<file path="src/rtl/timer_capture.sv">
// timer_capture: input-capture unit. A prescaled free-running counter is
// latched into capture_val on a selected edge of the asynchronous cap_in pin.
// Optional build macro CAPTURE_FILTER_EN inserts a 3-cycle glitch filter
// between the synchronizer and the edge detector (adds 2 cycles of latency).
module timer_capture #(
  parameter int unsigned WIDTH       = 16,
  parameter int unsigned SYNC_STAGES = 2   // minimum 2
) (
  input  logic             clk,
  input  logic             rst_n,
  input  logic             en,
  input  logic [15:0]      prescaler,
  input  logic [1:0]       edge_sel,
  input  logic             one_shot,
  input  logic             clear,
  input  logic             cap_in,
  output logic [WIDTH-1:0] count,
  output logic [WIDTH-1:0] capture_val,
  output logic             valid,
  output logic             overrun,
  output logic             overflow,
  output logic             armed
);

  typedef enum logic [0:0] {
    ARMED = 1'b0,
    HELD  = 1'b1
  } state_t;

  state_t                 state_q;
  logic [SYNC_STAGES-1:0] sync_q;
  logic                   sync_lvl;
  logic                   level;
  logic                   prev_q;
  logic                   rise;
  logic                   fall;
  logic                   edge_hit;
  logic                   accept;
  logic [15:0]            div_q;
  logic                   tick;
  logic                   wrap;
  logic [WIDTH-1:0]       count_q;
  logic [WIDTH-1:0]       capture_q;
  logic                   valid_q;
  logic                   overrun_q;
  logic                   overflow_q;
  logic                   armed_q;

  // Two-or-more flop synchronizer for the asynchronous pin; runs regardless of en.
  always_ff @(posedge clk) begin
    if (!rst_n) begin
      sync_q <= '0;
    end else begin
      sync_q <= {sync_q[SYNC_STAGES-2:0], cap_in};
    end
  end

  assign sync_lvl = sync_q[SYNC_STAGES-1];

`ifdef CAPTURE_FILTER_EN
  logic hist_q;
  logic filt_q;
  logic early_lvl;

  // The stage ahead of the synchronizer output gives the third sample, so the
  // window {next, current, previous} spans 3 consecutive synchronized cycles
  // and the filtered level trails the raw level by exactly 2 cycles.
  assign early_lvl = sync_q[SYNC_STAGES-2];

  // Glitch filter: follow the synchronized level only once it has held for 3 cycles.
  always_ff @(posedge clk) begin
    if (!rst_n) begin
      hist_q <= 1'b0;
      filt_q <= 1'b0;
    end else begin
      hist_q <= sync_lvl;
      if ((early_lvl == sync_lvl) && (sync_lvl == hist_q)) begin
        filt_q <= sync_lvl;
      end
    end
  end

  assign level = filt_q;
`else
  assign level = sync_lvl;
`endif

  // Previous-sample register; keeps tracking while disabled so enabling sees no stale edge.
  always_ff @(posedge clk) begin
    if (!rst_n) begin
      prev_q <= 1'b0;
    end else begin
      prev_q <= level;
    end
  end

  assign rise     = level & ~prev_q;
  assign fall     = ~level & prev_q;
  assign edge_hit = (edge_sel[0] & rise) | (edge_sel[1] & fall);
  assign accept   = en && (state_q == ARMED) && edge_hit;

  // A divider already above a newly lowered prescaler wraps at the next check.
  assign tick = en && (div_q >= prescaler);
  assign wrap = tick && (count_q == '1);

  // Prescale divider and free-running counter; both hold while en=0.
  always_ff @(posedge clk) begin
    if (!rst_n) begin
      div_q   <= '0;
      count_q <= '0;
    end else if (en) begin
      if (tick) begin
        div_q   <= '0;
        count_q <= count_q + WIDTH'(1);
      end else begin
        div_q   <= div_q + 16'd1;
      end
    end
  end

  // Sticky overflow flag; a wrap in the same cycle as clear keeps it set.
  always_ff @(posedge clk) begin
    if (!rst_n) begin
      overflow_q <= 1'b0;
    end else begin
      overflow_q <= (overflow_q & ~clear) | wrap;
    end
  end

  // Capture FSM with registered capture value, status flags and armed indication.
  always_ff @(posedge clk) begin
    if (!rst_n) begin
      state_q   <= ARMED;
      armed_q   <= 1'b1;
      capture_q <= '0;
      valid_q   <= 1'b0;
      overrun_q <= 1'b0;
    end else begin
      if (accept) begin
        // Capture outranks a coincident clear; newest value always wins.
        capture_q <= count_q;
        valid_q   <= 1'b1;
        overrun_q <= clear ? 1'b0 : (overrun_q | valid_q);
        if (one_shot) begin
          state_q <= HELD;
          armed_q <= 1'b0;
        end
      end else begin
        if (clear) begin
          valid_q   <= 1'b0;
          overrun_q <= 1'b0;
        end
        if ((state_q == HELD) && clear) begin
          state_q <= ARMED;
          armed_q <= 1'b1;
        end
      end
    end
  end

  assign count       = count_q;
  assign capture_val = capture_q;
  assign valid       = valid_q;
  assign overrun     = overrun_q;
  assign overflow    = overflow_q;
  assign armed       = armed_q;

endmodule

</file>
<file path="config.mk">
export PLATFORM = sky130hd
export DESIGN_NAME = timer_capture
export DESIGN_NICKNAME = d
export VERILOG_FILES = /design/src/rtl/timer_capture.sv
export SDC_FILE = /design/constraint.sdc
export NUM_CORES = 1
export LEC_CHECK = 0
export ABC_AREA = 0
export CORE_MARGIN = 5
export CORE_UTILIZATION = 45
export CTS_CLUSTER_DIAMETER = 80
export CTS_CLUSTER_SIZE = 8
export DETAILED_ROUTE_END_ITERATION = 10
export GPL_TIMING_DRIVEN = 0
export PLACE_DENSITY = 0.72
export SYNTH_ARGS = -nofsm -noshare
export SYNTH_HDL_FRONTEND = slang
export SYNTH_SLANG_ARGS = --single-unit
</file>
<file path="constraint.sdc">
create_clock -name clk -period 3.8 [get_ports clk]
set_input_delay 0.76 -clock clk [delete_from_list [all_inputs] [get_ports clk]]
set_output_delay 0.76 -clock clk [all_outputs]
set_load 0.03 [all_outputs]
</file>
==> metrics.cfg <==
[final_layout]
drive_above_1_share_pct = 5.14
regArea_sq_mm = 0.00112
fillerInstances = 573
antennaDiodeCount = 0
multiInputGateArea_sq_mm = 0.00162
syn_to_final_growth_pct = 26.5
nets = 430

[setup_path]
path_depth = 9
reg2reg_from = div_q[0]
endpoint = div_q[7]
path_max_fanout = 10
path_class = in2reg
arrival_ns = 2.94
slowest_delay_ns = 0.46
cp-startpoint = prescaler[15]
r2r_cells = 8
r2r-end = div_q[7]
worst-r2r-setup-slack_ns = 1.53
worstSetupEndpointType = flop
crit_family = simple AND/OR/NAND/NOR gates
worst-path-buf-inv = 3
cp_slowest_cell = clkdlybuf4s50_1
cp-start-kind = primary input
required_ns = 3.98
path_cells = clkdlybuf4s50_1, inv_1, ha_1, nand4_2, nor3_4, nand4b_4, a31oi_4, buf_6, nor3_1

[synthesis]
synth_warnings = 0
synth_flop_cell = dfxtp_1
synth_area_sq_mm = 0.00291
synthesis.nets = 365
postSynth.asyncResetShare_pct = 0
synth_cell_types = 36
synth-seq-cells = 56
avgSynthCellArea_sq_um = 9.00
synth_seq_area_share_pct = 38.6
synth_edf_count = 0
netlist_instances = 323

[placement]
hpwl_mm = 4.84
numPortBuffers = 58
routabilityCongestion = 0.832

[timing]
final_hold_viol_count = 0
rsz0062_at_grt = false
fin_crit_ns = 2.76
fin_setup_tns_ns = 0
relSlewSlack_pct = 65.0
skew_ns = 0.00932
timing.hold.ws_ns = 0.450
min_period_over_period_pct = 72.5
setup_viol = 0
tightest_slew_ns = 0.525
fmax_ghz = 0.363
slew_viol_final = 0

[routing]
routed.top_layer = met4
dr.pass1.iters = 4
first_iter_violations = 95
via_per_inst = 5.18
drtAntennaViolNets = 0
wl_met2_mm = 3.10
wl_mm = 6.43
met3WireLength_um = 276
m1WireLength_mm = 3.00
drcViolationCount = 0
vias = 2416
drt-wirelength-per-cell_um = 13.8

[die]
pin_count = 60
core-area_sq_mm = 0.00631
fp.dieH_um = 90.4
num_rows = 29
die_x_um = 90.4
dieArea_sq_mm = 0.00817
start_util_pct = 46.0

[cts]
cts_tree = built
insertion_delay_ns = 0.31
clockBufferDepth = 2
cts_resized = 0
clock-sinks = 56
cts-root-buf = clkbuf_8
post_cts_buffers = 0
path_clk_slew_ns = 0.10
h-tree-depth = 2
holdBufCountCts = 0
cts_buffers = 5

[pwr]
cellLeakagePower_nw = 1.37
vdd_ir_drop_max_v = 0.000196
powerDensity_mw_per_mm2 = 274

[global_routing]
antenna_found_initial = 0
first_global_vias = 2459
grt_max_degree = 17
grt_pass1_wl_mm = 11.2
overflow = 0
gr-usage-all-layers_pct = 15.7

[job]
drv_cap = 0

[status]
outcome = finished clean

[min_path]
hold_path.class = reg2reg

## flip-flops by register name, summed over array words and instances, names as in the netlist, 2 cells and up
register     flops
capture_val     16
count           16
div_q           16
sync_q           2
## where the power goes
part	switching (W)	total, W	internal, W
logic	0.0000390	0.0000800	0.0000410
clock network	0.000185	0.000334	0.000149
registers	0.00000376	0.000594	0.000590
total	0.000228	0.00101	0.000780
## cell families (layout without fill, tap and decap cells)
family,Yosys count,after routing,share of synthesized area [%]
flip-flops,56,56,38.6
AO/OA/AOI/OAI,30,30,7.88
AND/OR/NAND/NOR,134,134,24.3
multiplexers,33,33,11.4
XOR/XNOR,15,15,4.52
adder cells (fa/ha/maj),18,18,7.75
buffers and inverters,37,103,5.64
## cell type report
cell class              count  share of cell area, %
inverters                  21                   2.14
well taps                  77                   2.62
flip-flops and latches     56                   30.5
multi-input cells         230                   44.1
clock inverters             1                  0.204
clock buffers               7                   2.35
plain buffers              16                   2.31
repair buffers             58                   15.8
## stage by stage
stage	util, %	instance area (sq um)	cells	power (W)	setup slack [ns]
after global routing	58.2	3680	466	0.00105	0.913
after floorplan	-	2910	323	0.000652	1.44
final	58.2	3680	466	0.00101	1.04
after detailed placement	56.8	3580	458	0.000689	0.697
after CTS	58.2	3680	466	0.00102	1.03
after global placement	56.8	3580	458	0.000686	0.732
## worst min path at each step
stage                          from         to  cells past startpoint
after CTS                 sync_q[0]  sync_q[1]                      1
after floorplan           sync_q[0]  sync_q[1]                      1
after global placement    sync_q[0]  sync_q[1]                      1
after global routing      sync_q[0]  sync_q[1]                      1
after detailed placement  sync_q[0]  sync_q[1]                      1
final                     sync_q[0]  sync_q[1]                      1
## per-layer routing
layer,vias to the layer above,global-route usage (%)
li1,1250,-
met1,1113,19.9
met2,45,27.2
met3,8,3.83
met4,0,2.85
met5,-,0
## cells in the mapped netlist, types with 5 or more instances
library cell	count	share of area, %
dfxtp_1	56	39
nand2_1	34	4.4
mux2i_1	33	11
nor2_1	22	2.8
inv_1	20	2.6
nor3_1	19	3.3
ha_1	18	7.7
nand2b_1	18	3.9
nand3_1	12	2.1
nand4_1	12	2.6
a31oi_1	11	2.4
clkbuf_1	9	1.2
xor2_1	9	2.7
a21oi_1	8	1.4
xnor2_1	6	1.8
and2_1	5	1.1
## placed cells by master, fill, tap and decap left out, types with 18 or more instances in the layout
master           count
clkdlybuf4s50_1     58
dfxtp_1             56
ha_1                18
inv_1               20
mux2i_1             33
nand2_1             34
nand2b_1            18
nor2_1              22
nor3_1              19
No activity file was read; power rests on OpenSTA's default activity.
